--- src/rtl/gpio_pkg.sv ---
// Shared register map and helpers for the GPIO port controller.
// Optional build macro GPIO_DEBOUNCE_EN lengthens the edge-detect warm-up.
package gpio_pkg;

  localparam int GPIO_ADDR_W   = 3;

  localparam int GPIO_DOUT     = 0;
  localparam int GPIO_DIR      = 1;
  localparam int GPIO_DIN      = 2;
  localparam int GPIO_IRQ_EN   = 3;
  localparam int GPIO_RISE_EN  = 4;
  localparam int GPIO_FALL_EN  = 5;
  localparam int GPIO_IRQ_STAT = 6;

  // Cycles after reset release during which edges are ignored: the input path
  // must fill with real pin values before prev/level comparisons mean anything.
  function automatic int gpio_warmup(input int sync_stages, input int deb_cycles,
                                     input bit deb_en);
    return sync_stages + 1 + (deb_en ? deb_cycles : 0);
  endfunction

endpackage

--- src/rtl/gpio_in_sync.sv ---
// One pin: synchroniser, optional debounce (GPIO_DEBOUNCE_EN), edge history and
// registered rise/fall pulses.
module gpio_in_sync #(
  parameter int SYNC_STAGES = 2
`ifdef GPIO_DEBOUNCE_EN
  ,
  parameter int DEB_CYCLES  = 16
`endif
) (
  input  logic Clk,
  input  logic Reset,
  input  logic pin,
  input  logic edge_en,
  input  logic rise_en,
  input  logic fall_en,
  output logic level,
  output logic rise,
  output logic fall
);

  logic [SYNC_STAGES-1:0] sync_p0;
  logic                   sync_last;
  logic                   prev_p1;
  logic                   rise_p2;
  logic                   fall_p2;

  // Stage 0: metastability chain
  always_ff @(posedge Clk or negedge Reset) begin
    if (!Reset) begin
      sync_p0 <= '0;
    end else begin
      sync_p0 <= {sync_p0[SYNC_STAGES-2:0], pin};
    end
  end

  assign sync_last = sync_p0[SYNC_STAGES-1];

`ifdef GPIO_DEBOUNCE_EN
  localparam int CNT_W = $clog2(DEB_CYCLES + 1);

  logic [CNT_W-1:0] deb_cnt_p1;
  logic             level_p1;

  // Stage 1: level follows the synchroniser only after DEB_CYCLES stable cycles
  always_ff @(posedge Clk or negedge Reset) begin
    if (!Reset) begin
      deb_cnt_p1 <= '0;
      level_p1   <= 1'b0;
    end else if (sync_last == level_p1) begin
      deb_cnt_p1 <= '0;
    end else if (deb_cnt_p1 == CNT_W'(DEB_CYCLES - 1)) begin
      level_p1   <= sync_last;
      deb_cnt_p1 <= '0;
    end else begin
      deb_cnt_p1 <= deb_cnt_p1 + 1'b1;
    end
  end

  assign level = level_p1;
`else
  assign level = sync_last;
`endif

  // Stage 2: edge history and registered edge pulses
  always_ff @(posedge Clk or negedge Reset) begin
    if (!Reset) begin
      prev_p1 <= 1'b0;
      rise_p2 <= 1'b0;
      fall_p2 <= 1'b0;
    end else begin
      prev_p1 <= level;
      rise_p2 <= edge_en & level & ~prev_p1 & rise_en;
      fall_p2 <= edge_en & ~level & prev_p1 & fall_en;
    end
  end

  assign rise = rise_p2;
  assign fall = fall_p2;

endmodule

--- src/rtl/gpio_port_ctrl.sv ---
// Memory-mapped GPIO port: direction, synchronised inputs, edge capture, sticky
// W1C status and level irq. Build macro GPIO_DEBOUNCE_EN enables per-pin debounce.
module gpio_port_ctrl
  import gpio_pkg::*;
#(
  parameter int WIDTH       = 32,
  parameter int SYNC_STAGES = 2,
  parameter int ADDR_W      = GPIO_ADDR_W,
  parameter int DEB_CYCLES  = 16
) (
  input  logic              Clk,
  input  logic              Reset,
  input  logic [ADDR_W-1:0] bus_addr,
  input  logic              bus_wr,
  input  logic [WIDTH-1:0]  bus_wdata,
  input  logic              bus_rd,
  output logic [WIDTH-1:0]  bus_rdata,
  output logic              bus_rvalid,
  input  logic [WIDTH-1:0]  gpio_in,
  output logic [WIDTH-1:0]  gpio_out,
  output logic [WIDTH-1:0]  gpio_oe,
  output logic              irq
);

`ifdef GPIO_DEBOUNCE_EN
  localparam bit DEB_EN = 1'b1;
`else
  localparam bit DEB_EN = 1'b0;
`endif
  localparam int WARM   = gpio_warmup(SYNC_STAGES, DEB_CYCLES, DEB_EN);
  localparam int WARM_W = $clog2(WARM + 1);

  logic [WIDTH-1:0]  dout;
  logic [WIDTH-1:0]  dir;
  logic [WIDTH-1:0]  irq_en;
  logic [WIDTH-1:0]  rise_en;
  logic [WIDTH-1:0]  fall_en;
  logic [WIDTH-1:0]  irq_stat;
  logic [WIDTH-1:0]  din;
  logic [WIDTH-1:0]  rise;
  logic [WIDTH-1:0]  fall;
  logic [WIDTH-1:0]  stat_clr;
  logic [WIDTH-1:0]  rd_mux;
  logic [WARM_W-1:0] warm_cnt;
  logic              edge_en;
  logic              wr_dout;
  logic              wr_dir;
  logic              wr_irq_en;
  logic              wr_rise_en;
  logic              wr_fall_en;
  logic              wr_stat;

  // Warm-up: hold edge detection off until the input path holds real pin data
  always_ff @(posedge Clk or negedge Reset) begin
    if (!Reset) begin
      warm_cnt <= '0;
    end else if (warm_cnt != WARM_W'(WARM)) begin
      warm_cnt <= warm_cnt + 1'b1;
    end
  end

  assign edge_en = (warm_cnt == WARM_W'(WARM));

  for (genvar i = 0; i < WIDTH; i++) begin : g_pin
    gpio_in_sync #(
      .SYNC_STAGES (SYNC_STAGES)
`ifdef GPIO_DEBOUNCE_EN
      ,
      .DEB_CYCLES  (DEB_CYCLES)
`endif
    ) u_sync (
      .Clk     (Clk),
      .Reset   (Reset),
      .pin     (gpio_in[i]),
      .edge_en (edge_en),
      .rise_en (rise_en[i]),
      .fall_en (fall_en[i]),
      .level   (din[i]),
      .rise    (rise[i]),
      .fall    (fall[i])
    );
  end

  always_comb begin
    wr_dout    = bus_wr && (bus_addr == ADDR_W'(GPIO_DOUT));
    wr_dir     = bus_wr && (bus_addr == ADDR_W'(GPIO_DIR));
    wr_irq_en  = bus_wr && (bus_addr == ADDR_W'(GPIO_IRQ_EN));
    wr_rise_en = bus_wr && (bus_addr == ADDR_W'(GPIO_RISE_EN));
    wr_fall_en = bus_wr && (bus_addr == ADDR_W'(GPIO_FALL_EN));
    wr_stat    = bus_wr && (bus_addr == ADDR_W'(GPIO_IRQ_STAT));
    stat_clr   = wr_stat ? bus_wdata : '0;
  end

  // Register file: writes land on the bus_wr edge
  always_ff @(posedge Clk or negedge Reset) begin
    if (!Reset) begin
      dout     <= '0;
      dir      <= '0;
      irq_en   <= '0;
      rise_en  <= '0;
      fall_en  <= '0;
      irq_stat <= '0;
    end else begin
      if (wr_dout)    dout    <= bus_wdata;
      if (wr_dir)     dir     <= bus_wdata;
      if (wr_irq_en)  irq_en  <= bus_wdata;
      if (wr_rise_en) rise_en <= bus_wdata;
      if (wr_fall_en) fall_en <= bus_wdata;
      // A fresh edge outranks a simultaneous clear so no event is lost.
      irq_stat <= (irq_stat & ~stat_clr) | rise | fall;
    end
  end

  always_comb begin
    rd_mux = '0;
    case (bus_addr)
      ADDR_W'(GPIO_DOUT):     rd_mux = dout;
      ADDR_W'(GPIO_DIR):      rd_mux = dir;
      ADDR_W'(GPIO_DIN):      rd_mux = din;
      ADDR_W'(GPIO_IRQ_EN):   rd_mux = irq_en;
      ADDR_W'(GPIO_RISE_EN):  rd_mux = rise_en;
      ADDR_W'(GPIO_FALL_EN):  rd_mux = fall_en;
      ADDR_W'(GPIO_IRQ_STAT): rd_mux = irq_stat;
      default:                rd_mux = '0;
    endcase
  end

  // Read stage: sampled from pre-write registers, data held until next read
  always_ff @(posedge Clk or negedge Reset) begin
    if (!Reset) begin
      bus_rvalid <= 1'b0;
      bus_rdata  <= '0;
    end else begin
      bus_rvalid <= bus_rd;
      if (bus_rd) bus_rdata <= rd_mux;
    end
  end

  assign gpio_oe  = dir;
  assign gpio_out = dout & dir;
  assign irq      = |(irq_stat & irq_en);

endmodule

--- config.mk ---
export PLATFORM = sky130hd
export DESIGN_NAME = gpio_port_ctrl
export DESIGN_NICKNAME = d
export VERILOG_FILES = /design/src/rtl/gpio_pkg.sv /design/src/rtl/gpio_in_sync.sv /design/src/rtl/gpio_port_ctrl.sv
export SDC_FILE = /design/constraint.sdc
export NUM_CORES = 1
export LEC_CHECK = 0
export CAP_MARGIN = 20
export CORE_MARGIN = 5
export CORE_UTILIZATION = 45
export CTS_CLUSTER_DIAMETER = 40
export DETAILED_ROUTE_END_ITERATION = 8
export DONT_BUFFER_PORTS = 1
export SYNTH_ARGS = -nofsm -noshare
export SYNTH_HDL_FRONTEND = slang
export SYNTH_SLANG_ARGS = --single-unit
--- constraint.sdc ---
create_clock -name Clk -period 1.65 [get_ports Clk]
set_input_delay 0.0825 -clock Clk [delete_from_list [all_inputs] [get_ports Clk]]
set_output_delay 0.0825 -clock Clk [all_outputs]
set_load 0.1 [all_outputs]
==> impl_results.rst, run 1 <==
.. list-table::
   :header-rows: 1

   * - Metric
     - Value
   * - Status
     - complete, but fails checks
   * - Violated checks
     - hold timing, slew limit, setup timing
   * - Final std cells w/o fill
     - between 1500 and 2000
   * - Worst min-delay path class
     - in2async
   * - Least-Margin Pin Slew
     - between 1.5 and 2 ns
   * - CP peak stage delay
     - 0.78 ns
   * - EDFF count, synth
     - 0
   * - Leading area contributor after synthesis
     - sky130_fd_sc_hd__dfrtp_1
   * - Setup Slack @ Placement
     - -0.0327 ns
   * - Cell family contributing the most delay on the critical path
     - simple AND/OR/NAND/NOR gates
   * - Initial antenna violation count
     - 1
   * - Power per cell area
     - roughly 1500 nW/um^2
   * - Final worst hold slack
     - -0.765 ns
   * - First-pass GRT wire length
     - around 70000 um
   * - Filler instances
     - 2689
   * - Root Buffer
     - sky130_fd_sc_hd__clkbuf_16
   * - Routability cong.
     - 0.781
   * - Setup repair after global routing missed its margin
     - yes
   * - CTS tree
     - yes
   * - Top-area cell type share of the netlist area
     - between 60% and 70%
   * - Max Slew Vio Count
     - between 200 and 250
   * - Final Setup Violations
     - 1
   * - Buf/Inv on CP
     - 0
   * - Final sum of negative setup slack
     - -0.585 ns
   * - Post-detail-place hpwl
     - 25400 um
   * - Overflow left after global routing
     - 0
   * - Critical path's slowest cell
     - sky130_fd_sc_hd__or4_4
   * - Kind of start point of the critical path
     - flop
   * - Clock slew seen by the registers of the worst setup and hold paths
     - 0.06 ns
   * - Total Die Area
     - 38700 sq um
   * - Mapped Cells
     - 1122
   * - Width of the die
     - 197 um
   * - Wire length reported by the detailed router
     - 46300 um
   * - Fraction of layout cells with a size suffix above 1
     - 33.1%
   * - Max cap viols
     - 0
   * - Later-pin clock latency in the skew report
     - 0.58 ns
   * - Shortest clock period the worst path allows after layout
     - about 2.2 ns
   * - Longest Clk Path Bufs
     - 3
   * - Flops & latches, synth
     - between 300 and 400
   * - Data arrival time of the critical path
     - 2.15 ns
   * - Rows
     - 68
   * - Worst reg2reg setup slack
     - about 0.12 ns
   * - Critical Path End Type
     - output pin
   * - Number of global-route vias before repair
     - ~12000
   * - Kind of critical path
     - reg2out
   * - Hold Violations, Final
     - 387
   * - DRC errors left
     - 0
   * - Total of warnings raised by yosys
     - 0
   * - Final antenna diode count
     - 0
   * - Worst path setup slack after routing
     - -0.585 ns
   * - Total track usage
     - 23.2%
   * - Achievable frequency
     - 447 MHz
   * - Layout overhead on the synthesized area
     - 33.2%
   * - Die extent in y
     - 197 um
   * - Avg Vias per Cell
     - 5.82
   * - Nets
     - 1451
   * - CP max FO
     - 2
   * - Peak supply drop
     - 1200 uV
   * - Worst path required time
     - 1.57 ns
   * - Total nets after synthesis
     - 1194
   * - Largest net degree at the start of global routing
     - 388
   * - Mean cell area of the mapped netlist
     - 14.0 sq um
   * - Deepest level of the CTS H-tree
     - 2
   * - TritonCTS Buffers
     - 54
   * - Total leakage power
     - 0.00924 uW
   * - Cell count after placement
     - 1635
   * - Seq/Total Area, Yosys
     - 61.8%
   * - Count of different cell masters after synthesis
     - 40
   * - Post-route core utilization
     - slightly above 60%
   * - Max Clock Skew
     - 0.0206 ns
   * - Number of detailed-routing iterations run before antenna repair
     - 5
   * - Number of design-rule violations left by the first detailed-router iteration
     - 857
   * - Worst slew margin
     - -24.5%
   * - Port Buffer Count
     - 0
   * - Sinks on the clock net
     - 387
   * - Top-Level Pins
     - 169
   * - Total vias in the final route
     - 10912
   * - Starting density of the core
     - 45.5%
   * - Share of the cycle needed by the critical path after routing
     - 135%
   * - Antenna Violating Nets Remaining
     - 0
   * - Share of synthesized flip-flops with an asynchronous set or reset
     - 100%
   * - Flip-flop cell with the highest count after synthesis
     - sky130_fd_sc_hd__dfrtp_1
   * - Biggest area contributors in the synthesized netlist
     - sky130_fd_sc_hd__dfrtp_1 62%, sky130_fd_sc_hd__mux2_2 11%, sky130_fd_sc_hd__and4b_1 4.1%
   * - Sequence of cells on the critical path
     - a22oi_2 > nand4_1 > or4_4
   * - Detailed-route wire length per cell
     - 24.7 um
   * - Synth Cell Area
     - 15700 sq um
   * - Placeable core region
     - 34500 sq um
[routing by layer]
| layer | vias to the layer above | GRT usage, % | wire, um |
|---|---|---|---|
| met4 | 2 | 7.65 | 1230 |
| li1 | 4730 | - | - |
| met1 | 5710 | 30.7 | 19200 |
| met2 | 385 | 37.6 | 22600 |
| met5 | - | 0 | 7 |
| met3 | 85 | 6.03 | 3260 |
[through the flow]
step	area, sq um	total power [uW]
after global placement	17400	18900
final	20900	31400
after CTS	20800	31600
after global routing	20900	32600
after floorplan	15700	17000
after detailed placement	17400	19000
[registers in the layout, summed over array words and instances, names as in the netlist]
signal,flops
irq_stat,32
g_pin.u_sync.rise,32
g_pin.u_sync.sync_p0,64
dout,32
warm_cnt,2
bus_rvalid,1
gpio_oe,32
fall_en,32
g_pin.u_sync.fall,32
irq_en,32
bus_rdata,32
g_pin.u_sync.prev_p1,32
rise_en,32
[worst paths after layout]
kind / start / endpoint / depth (start not counted)
worst max register to register: rise_en[25] / bus_rdata[25] / 4
worst min register to register: g_pin[29].u_sync.sync_p0[0] / g_pin[29].u_sync.sync_p0[1] / 0
min in group Clk: bus_addr[0] / bus_rdata[6] / 3
max in group asynchronous: Reset / gpio_oe[15] / 0
worst min-delay path: Reset / g_pin[21].u_sync.sync_p0[0] / 0
worst max-delay path: irq_stat[28] / irq / 3
[logic make-up (layout without fill, tap and decap cells)]
kind of cell               count (synthesis)  count (layout)  share of synthesized area, %
muxes                                    205             205                          14.4
DFF                                      387             387                          61.8
xor gates and xnor gates                   1               1                        0.0559
adders and majority gates                  1               1                        0.0798
and+or+nand+nor                          229             229                          10.5
AOI/OAI and AO/OA                        196             196                          9.77
buffers and inverters                    103             402                          3.42
[area by class of cell]
type / count / area [sq um] / share of cell area [%]
Sequential cell: 387 / 9690 / 46.4
Multi-Input combinational cell: 632 / 5580 / 26.7
Timing Repair Buffer: 282 / 3100 / 14.9
Clock buffer: 70 / 1540 / 7.39
Tap cell: 455 / 569 / 2.73
Clock inverter: 28 / 327 / 1.56
Inverter: 22 / 82.6 / 0.395
[worst reg2reg max path, cell delays in order, from the launching register on]
cell and delay [ns]:
sky130_fd_sc_hd__dfrtp_1 0.43, sky130_fd_sc_hd__mux2i_1 0.10, sky130_fd_sc_hd__o221a_2 0.24, sky130_fd_sc_hd__dlygate4sd3_1 0.56, sky130_fd_sc_hd__o2bb2ai_1 0.13
[layout by cell type, fill, tap and decap left out, types with 3 or more instances in the layout]
cell type                       Yosys  routed
sky130_fd_sc_hd__a211o_1           31      31
sky130_fd_sc_hd__a221oi_1          11      11
sky130_fd_sc_hd__a22oi_1           16       9
sky130_fd_sc_hd__a22oi_2            0       7
sky130_fd_sc_hd__and2_2             0      31
sky130_fd_sc_hd__and4b_1           65      65
sky130_fd_sc_hd__buf_12             0      40
sky130_fd_sc_hd__buf_16             0       4
sky130_fd_sc_hd__buf_4             14     107
sky130_fd_sc_hd__bufinv_16          0       5
sky130_fd_sc_hd__clkbuf_1          29       4
sky130_fd_sc_hd__clkbuf_16          0      60
sky130_fd_sc_hd__clkbuf_8           0      11
sky130_fd_sc_hd__clkinv_2           0       5
sky130_fd_sc_hd__clkinv_4           0       5
sky130_fd_sc_hd__clkinvlp_4         0       5
sky130_fd_sc_hd__dfrtp_1          387     386
sky130_fd_sc_hd__dlygate4sd3_1      0     124
sky130_fd_sc_hd__inv_1             22      22
sky130_fd_sc_hd__inv_6              0       8
sky130_fd_sc_hd__mux2_2           150     150
sky130_fd_sc_hd__mux2i_1           52      52
sky130_fd_sc_hd__nand2_1           73      73
sky130_fd_sc_hd__nand2b_1           3       3
sky130_fd_sc_hd__nand4_1            4       4
sky130_fd_sc_hd__nand4b_1          42      42
sky130_fd_sc_hd__o211ai_1          11      11
sky130_fd_sc_hd__o21ai_0           51      51
sky130_fd_sc_hd__o221a_2           20      20
sky130_fd_sc_hd__o221ai_1          20      20
sky130_fd_sc_hd__o2bb2ai_1         31      31
[what timing repair did]
action	CTS	global route
cloned	0	5
resized for setup	10	3
hold buffers	137	1
setup buffers	1	8
hold endpoints to repair	644	388
endpoints found under the setup margin	2	26
pin swaps	4	4
[synth_stat cells, types with 20 or more instances]
cell / instances
sky130_fd_sc_hd__dfrtp_1: 387
sky130_fd_sc_hd__mux2_2: 150
sky130_fd_sc_hd__nand2_1: 73
sky130_fd_sc_hd__and4b_1: 65
sky130_fd_sc_hd__mux2i_1: 52
sky130_fd_sc_hd__o21ai_0: 51
sky130_fd_sc_hd__nand4b_1: 42
sky130_fd_sc_hd__and2_1: 32
sky130_fd_sc_hd__a211o_1: 31
sky130_fd_sc_hd__o2bb2ai_1: 31
sky130_fd_sc_hd__buf_2: 30
sky130_fd_sc_hd__clkbuf_1: 29
sky130_fd_sc_hd__inv_1: 22
sky130_fd_sc_hd__o221a_2: 20
sky130_fd_sc_hd__o221ai_1: 20
[power by group]
part	total, uW	switching [uW]	internal (uW)
Clock	11800	4430	7410
Combinational	7700	4900	2810
Sequential	11900	1020	10900
Total	31400	10300	21100
Note: power is estimated with default switching activity, not from simulation.
==> run 2, diff against run 1 <==
Settings changed: CORE_MARGIN 5 to default.
==> impl_results.rst, run 2 (synthesized netlist as in run 1, its figures left out) <==
.. list-table::
   :header-rows: 1

   * - Metric
     - Value
   * - Initial antenna violation count
     - 0 (was 1)
   * - Placeable core region
     - 33900 sq um (was 34500 sq um)
   * - Worst min-delay path class
     - in2async (unchanged)
   * - Capturing element of the worst setup path
     - irq (unchanged)
   * - TritonCTS Buffers
     - 53 (was 54)
   * - Setup repair after global routing missed its margin
     - yes (unchanged)
   * - Number of detailed-routing iterations run before antenna repair
     - 5 (unchanged)
   * - Number of global-route vias before repair
     - 11408 (was 11551)
   * - Status
     - complete, but fails checks (unchanged)
   * - Antenna Violating Nets Remaining
     - 0 (unchanged)
   * - Total vias in the final route
     - 10896 (was 10912)
   * - Start point of the critical path
     - irq_en[13] (was irq_stat[28])
   * - Port Buffer Count
     - 0 (unchanged)
   * - Total Die Area
     - 35600 sq um (was 38700 sq um)
   * - Post-route core utilization
     - 61.5% (was 60.6%)
   * - Worst slew margin
     - 42.3% (was -24.5%)
   * - R2R Path End
     - bus_rdata[31] (was bus_rdata[25])
   * - Sinks on the clock net
     - 387 (unchanged)
   * - Starting density of the core
     - 46.3% (was 45.5%)
   * - Kind of critical path
     - reg2out (unchanged)
   * - Most flop-heavy register
     - g_pin.u_sync.sync_p0 (unchanged)
   * - Total track usage
     - 24.9% (was 23.2%)
   * - Least-Margin Pin Slew
     - 0.865 ns (was 1.87 ns)
   * - Met1 global-route usage
     - 33.6% (was 30.7%)
   * - Layout overhead on the synthesized area
     - 32.9% (was 33.2%)
   * - Worst path setup slack after routing
     - -0.534 ns (was -0.585 ns)
   * - Deepest level of the CTS H-tree
     - 2 (unchanged)
   * - Max Clock Skew
     - 0.0128 ns (was 0.0206 ns)
   * - Setup Slack @ Placement
     - -0.0531 ns (was -0.0327 ns)
   * - Power per cell area
     - 1490 nW/um^2 (was 1500 nW/um^2)
   * - Later-pin clock latency in the skew report
     - 0.57 ns (was 0.58 ns)
   * - Width of the die
     - 189 um (was 197 um)
   * - Longest Clk Path Bufs
     - 3 (unchanged)
   * - Number of flip-flops under the largest register name
     - 64 (unchanged)
   * - Final Setup Violations
     - 1 (unchanged)
   * - Peak supply drop
     - 1200 uV (about the same)
   * - Nets
     - 1453 (was 1451)
   * - Worst path required time
     - 1.57 ns (about the same)
   * - Kind of start point of the critical path
     - flop (unchanged)
   * - Met2 Resource Use GR
     - 39.5% (was 37.6%)
   * - Overflow left after global routing
     - 0 (unchanged)
   * - Most common library cell in the layout ignoring fill and taps
     - sky130_fd_sc_hd__dfrtp_1 (unchanged)
   * - Post-detail-place hpwl
     - 24200 um (was 25400 um)
   * - Top-Level Pins
     - 169 (unchanged)
   * - CTS tree
     - yes (unchanged)
   * - Worst r2r path cells
     - 4 (unchanged)
   * - Root Buffer
     - sky130_fd_sc_hd__clkbuf_16 (unchanged)
   * - Max cap viols
     - 0 (unchanged)
   * - Highest-count cells in the layout ignoring fill and taps
     - 386 x sky130_fd_sc_hd__dfrtp_1, 150 x sky130_fd_sc_hd__mux2_2, 124 x sky130_fd_sc_hd__dlygate4sd3_1 (unchanged)
   * - First-pass GRT wire length
     - 67800 um (was 69600 um)
   * - Met3 usage in global routing
     - 4.64% (was 6.03%)
   * - Avg Vias per Cell
     - 5.82 (about the same)
   * - Violated checks
     - hold timing, setup timing (was hold timing, slew limit, setup timing)
   * - Critical Path End Type
     - output pin (unchanged)
   * - DRC errors left
     - 0 (unchanged)
   * - Total leakage power
     - 0.00919 uW (was 0.00924 uW)
   * - Largest net degree at the start of global routing
     - 388 (unchanged)
   * - Detailed-route wire length per cell
     - 23.6 um (was 24.7 um)
   * - Share of the cycle needed by the critical path after routing
     - 132% (was 135%)
   * - Hold Violations, Final
     - 387 (unchanged)
   * - Shortest clock period the worst path allows after layout
     - 2.18 ns (was 2.23 ns)
   * - Wire length reported by the detailed router
     - 44100 um (was 46300 um)
   * - Die extent in y
     - 189 um (was 197 um)
   * - Achievable frequency
     - 458 MHz (was 447 MHz)
   * - Placed inst area
     - 17400 sq um (about the same)
   * - Final worst hold slack
     - -0.774 ns (was -0.765 ns)
   * - Max Slew Vio Count
     - 0 (was 203)
   * - Worst reg2reg setup slack
     - 0.10 ns (was 0.12 ns)
   * - Data arrival time of the critical path
     - 2.10 ns (was 2.15 ns)
   * - Clock slew seen by the registers of the worst setup and hold paths
     - 0.06 ns (about the same)
   * - CP max FO
     - 3 (was 2)
   * - Fraction of layout cells with a size suffix above 1
     - 32.7% (was 33.1%)
   * - Final antenna diode count
     - 0 (unchanged)
   * - Beginning of the worst register-to-register path
     - gpio_oe[31] (was rise_en[25])
   * - Rows
     - 67 (was 68)
   * - Routability cong.
     - 0.782 (was 0.781)
   * - Number of design-rule violations left by the first detailed-router iteration
     - 901 (was 857)
   * - GRT busiest layer
     - met2 (unchanged)
   * - Post-route standard cell area excluding fillers
     - 20800 sq um (was 20900 sq um)
run 2: cell count changes in the layout (fill, tap and decap cells not counted):
cell and delta:
sky130_fd_sc_hd__clkbuf_1 +5, sky130_fd_sc_hd__a22oi_1 +2, sky130_fd_sc_hd__clkinvlp_4 -1, sky130_fd_sc_hd__dlymetal6s4s_1 +1, sky130_fd_sc_hd__inv_8 +4, sky130_fd_sc_hd__buf_12 +4, sky130_fd_sc_hd__inv_6 -2, sky130_fd_sc_hd__a22oi_2 -2
sky130_fd_sc_hd__and4b_2 +1, sky130_fd_sc_hd__clkbuf_16 -4, sky130_fd_sc_hd__and4b_1 -1, sky130_fd_sc_hd__clkbuf_8 -5
run 2: metrics by stage:
| stage | setup TNS [ns] | instances | power, uW |
|---|---|---|---|
| floorplan | 0 | 1122 | 17000 |
| global placement | -0.0443 | 1626 | 18900 |
| detailed placement | -0.0531 | 1626 | 19000 |
| CTS | -2.16 | 1874 | 31200 |
| global route | -0.623 | 1871 | 32100 |
| finish | -0.534 | 1871 | 31000 |
run 2: final cells by class:
class                           instances  area [sq um]
Multi-Input combinational cell        632          5570
Clock buffer                           68          1440
Sequential cell                       387          9690
Timing Repair Buffer                  285          3150
Inverter                               22          82.6
Clock inverter                         29           347
Tap cell                              448           561
Fill cell                            2627         13000
run 2: critical path, cell delays in order, from the launching register on:
cell,delay (ns)
sky130_fd_sc_hd__dfrtp_1,0.39
sky130_fd_sc_hd__a22oi_1,0.26
sky130_fd_sc_hd__nand4_1,0.13
sky130_fd_sc_hd__or4_4,0.74
run 2: metal layers:
metal | part of all wire, % | up-vias | routed length [um]
met5 | 0 | - | 0
met4 | 4.1 | 0 | 1810
met3 | 5.9 | 113 | 2610
met2 | 47 | 371 | 20600
met1 | 43 | 5667 | 19100
li1 | - | 4745 | -
run 2: report_power, final:
group          switching [uW]  internal (uW)  total (uW)
clock network            4430           7050       11500
logic                    4870           2790        7650
registers                 996          10900       11800
run 2: timing repair:
action,CTS,global route
hold endpoints to repair,644,398
setup buffers,7,8
endpoints found under the setup margin,2,28
cloned,0,3
pin swaps,7,2
resized for setup,8,6
hold buffers,144,1
run 2: worst min path at each step:
stage | from | slack, ns | cells past startpoint | end
5_1_grt | Reset | -0.80 | 0 | g_pin[21].u_sync.sync_p0[0]
6_report | Reset | -0.77 | 0 | g_pin[25].u_sync.sync_p0[0]
2_1_floorplan | Reset | -0.21 | 0 | bus_rdata[0]
3_3_place_gp | Reset | -0.20 | 0 | g_pin[25].u_sync.sync_p0[1]
3_5_place_dp | Reset | -0.20 | 0 | g_pin[4].u_sync.sync_p0[0]
4_1_cts | Reset | -0.81 | 0 | g_pin[4].u_sync.rise
==> run 3, diff against run 2 <==
Settings changed: REMOVE_ABC_BUFFERS from default to 1.
==> impl_results.rst, run 3 (synthesized netlist as in run 1, its figures left out) <==
.. list-table::
   :header-rows: 1

   * - Metric
     - Value
   * - Status
     - complete, but fails checks (unchanged)
   * - Violated checks
     - hold timing, setup timing (unchanged)
   * - Switching power share of the total
     - 33.0% (was 33.2%)
   * - Routability cong.
     - 0.802 (was 0.782)
   * - Highest-count cells in the layout ignoring fill and taps
     - 387 x sky130_fd_sc_hd__dfrtp_1, 150 x sky130_fd_sc_hd__mux2_2, 147 x sky130_fd_sc_hd__dlygate4sd3_1 (was 386 x sky130_fd_sc_hd__dfrtp_1, 150 x sky130_fd_sc_hd__mux2_2, 124 x sky130_fd_sc_hd__dlygate4sd3_1)
   * - Nets
     - 1493 (was 1453)
   * - First-pass GRT wire length
     - 66200 um (was 67800 um)
   * - Most common library cell in the layout ignoring fill and taps
     - sky130_fd_sc_hd__dfrtp_1 (unchanged)
   * - Number of design-rule violations left by the first detailed-router iteration
     - 811 (was 901)
   * - Worst slew margin
     - 38.0% (was 42.3%)
   * - Die extent in y
     - 189 um (unchanged)
   * - Antenna Violating Nets Remaining
     - 0 (unchanged)
   * - Initial antenna violation count
     - 0 (unchanged)
   * - CP peak stage delay
     - 0.59 ns (was 0.74 ns)
   * - Worst r2r path cells
     - 4 (unchanged)
   * - Detailed-route wire length per cell
     - 22.7 um (was 23.6 um)
   * - Wire length reported by the detailed router
     - 43400 um (was 44100 um)
   * - Final std cells w/o fill
     - 1913 (was 1871)
   * - Root Buffer
     - sky130_fd_sc_hd__clkbuf_16 (unchanged)
   * - Filler instances
     - 2660 (was 2627)
   * - Net Sw Power
     - 10400 uW (was 10300 uW)
   * - Total vias in the final route
     - 10925 (was 10896)
   * - Sinks on the clock net
     - 387 (unchanged)
   * - Peak supply drop
     - 1300 uV (was 1200 uV)
   * - Combinational cell fraction of total power
     - 25.0% (was 24.7%)
   * - Avg Vias per Cell
     - 5.71 (was 5.82)
   * - TritonCTS Buffers
     - 54 (was 53)
   * - Worst path required time
     - 1.57 ns (about the same)
   * - Deepest level of the CTS H-tree
     - 2 (unchanged)
   * - Sequential group share of total power
     - 37.5% (was 38.2%)
   * - Total Die Area
     - 35600 sq um (unchanged)
   * - Achievable frequency
     - 445 MHz (was 458 MHz)
   * - Placed inst area
     - 17600 sq um (was 17400 sq um)
   * - Beginning of the worst register-to-register path
     - gpio_oe[6] (was gpio_oe[31])
   * - Post-detail-place hpwl
     - 22600 um (was 24200 um)
   * - Top-Level Pins
     - 169 (unchanged)
   * - Starting density of the core
     - 46.3% (unchanged)
   * - Number of global-route vias before repair
     - 11609 (was 11408)
   * - Layout overhead on the synthesized area
     - 34.7% (was 32.9%)
   * - Width of the die
     - 189 um (unchanged)
   * - Setup Slack @ Placement
     - -0.147 ns (was -0.0531 ns)
   * - Most flop-heavy register
     - g_pin.u_sync.sync_p0 (unchanged)
   * - Post-route total power
     - 31500 uW (was 31000 uW)
   * - Worst min-delay path class
     - in2async (unchanged)
   * - Final Setup Violations
     - 3 (was 1)
   * - Cell family contributing the most delay on the critical path
     - simple AND/OR/NAND/NOR gates (unchanged)
   * - Final sum of negative setup slack
     - -1.34 ns (was -0.534 ns)
   * - Number of flip-flops under the largest register name
     - 64 (unchanged)
   * - Hold Violations, Final
     - 387 (unchanged)
   * - Max cap viols
     - 0 (unchanged)
   * - Shortest clock period the worst path allows after layout
     - 2.25 ns (was 2.18 ns)
   * - Total leakage power
     - 0.00930 uW (was 0.00919 uW)
   * - DRC errors left
     - 0 (unchanged)
   * - Max Clock Skew
     - 0.00921 ns (was 0.0128 ns)
   * - Rows
     - 67 (unchanged)
   * - Fraction of layout cells with a size suffix above 1
     - 31.3% (was 32.7%)
   * - Buf/Inv on CP
     - 1 (was 0)
   * - Kind of critical path
     - reg2out (unchanged)
   * - Least-Margin Pin Slew
     - 0.930 ns (was 0.865 ns)
   * - Setup repair after global routing missed its margin
     - yes (unchanged)
   * - R2R Path End
     - bus_rdata[6] (was bus_rdata[31])
   * - Cell count after placement
     - 1658 (was 1626)
   * - CP max FO
     - 2 (was 3)
   * - Internal power
     - 21100 uW (was 20700 uW)
   * - Clock network fraction of design power
     - 37.4% (was 37.1%)
   * - Largest net degree at the start of global routing
     - 388 (unchanged)
   * - Clock slew seen by the registers of the worst setup and hold paths
     - 0.06 ns (about the same)
   * - Worst path setup slack after routing
     - -0.596 ns (was -0.534 ns)
   * - Power per cell area
     - 1490 nW/um^2 (about the same)
   * - Share of the cycle needed by the critical path after routing
     - 136% (was 132%)
   * - CTS tree
     - yes (unchanged)
   * - Port Buffer Count
     - 0 (unchanged)
   * - Sequence of cells on the critical path
     - a22oi_2 > nand4_1 > or4_4 > buf_12 (was a22oi_1 > nand4_1 > or4_4)
   * - Kind of start point of the critical path
     - flop (unchanged)
   * - Data arrival time of the critical path
     - 2.16 ns (was 2.10 ns)
   * - Post-route standard cell area excluding fillers
     - 21100 sq um (was 20800 sq um)
   * - Placeable core region
     - 33900 sq um (unchanged)
   * - Final worst hold slack
     - -0.795 ns (was -0.774 ns)
   * - Total number of cells along the worst setup path
     - 4 (was 3)
   * - Overflow left after global routing
     - 0 (unchanged)
   * - Max Slew Vio Count
     - 0 (unchanged)
   * - Critical Path End Type
     - output pin (unchanged)
   * - Longest Clk Path Bufs
     - 3 (unchanged)
   * - Critical path's slowest cell
     - sky130_fd_sc_hd__or4_4 (unchanged)
   * - Later-pin clock latency in the skew report
     - 0.58 ns (was 0.57 ns)
   * - Worst reg2reg setup slack
     - 0.09 ns (was 0.10 ns)
   * - Number of detailed-routing iterations run before antenna repair
     - 5 (unchanged)
   * - Total track usage
     - 24.0% (was 24.9%)
[run 3: worst max-delay path by stage]
stage            startpoint  slack, ns          end
6_report       irq_stat[16]      -0.60          irq
5_1_grt          irq_en[30]      -0.67          irq
4_1_cts          irq_en[26]      -0.63          irq
3_5_place_dp     irq_en[26]      -0.15          irq
3_3_place_gp     irq_en[26]      -0.15          irq
2_1_floorplan   bus_addr[1]      -2.72  gpio_oe[13]
[run 3: layer usage]
metal | global-route usage [%] | share of wire [%] | up-vias
li1 | - | - | 4830
met1 | 32.7 | 44 | 5680
met2 | 39.1 | 48 | 340
met3 | 4.12 | 5.4 | 75
met4 | 7.57 | 2.3 | 0
met5 | 0 | 0 | -
[run 3: area by class of cell]
cell class	count	area (sq um)	area share [%]
antenna	1	2.50	0.0118
clock buffer	67	1520	7.21
clock inverter	32	339	1.60
inverter	22	82.6	0.391
multi-input combinational	632	5530	26.2
sequential	387	9680	45.8
tap	448	561	2.65
timing repair buffer	324	3410	16.1
[run 3: stage by stage]
step	hold slack (ns)	utilization, %
finish	-0.795	62.4
global route	-0.817	62.4
CTS	-0.816	62.2
detailed placement	-0.196	51.9
global placement	-0.198	51.9
floorplan	-0.213	-
[run 3: power groups by stage]
stage / Combinational (uW) / Sequential, uW / Clock [uW]
finish: 7870 / 11800 / 11800
global route: 8200 / 12000 / 12300
CTS: 7850 / 11800 / 11900
detailed placement: 7150 / 11900 / 0
global placement: 7100 / 11900 / 0
floorplan: 2930 / 13900 / 0
[run 3: what timing repair did]
action | 4_1_cts | 5_1_grt
hold buffers | 150 | 3
endpoints found under the hold margin | 644 | 422
cloned | 0 | 2
setup buffers | 1 | 1
resized for setup | 8 | 2
setup endpoints to repair | 2 | 7
pin swaps | 4 | 1
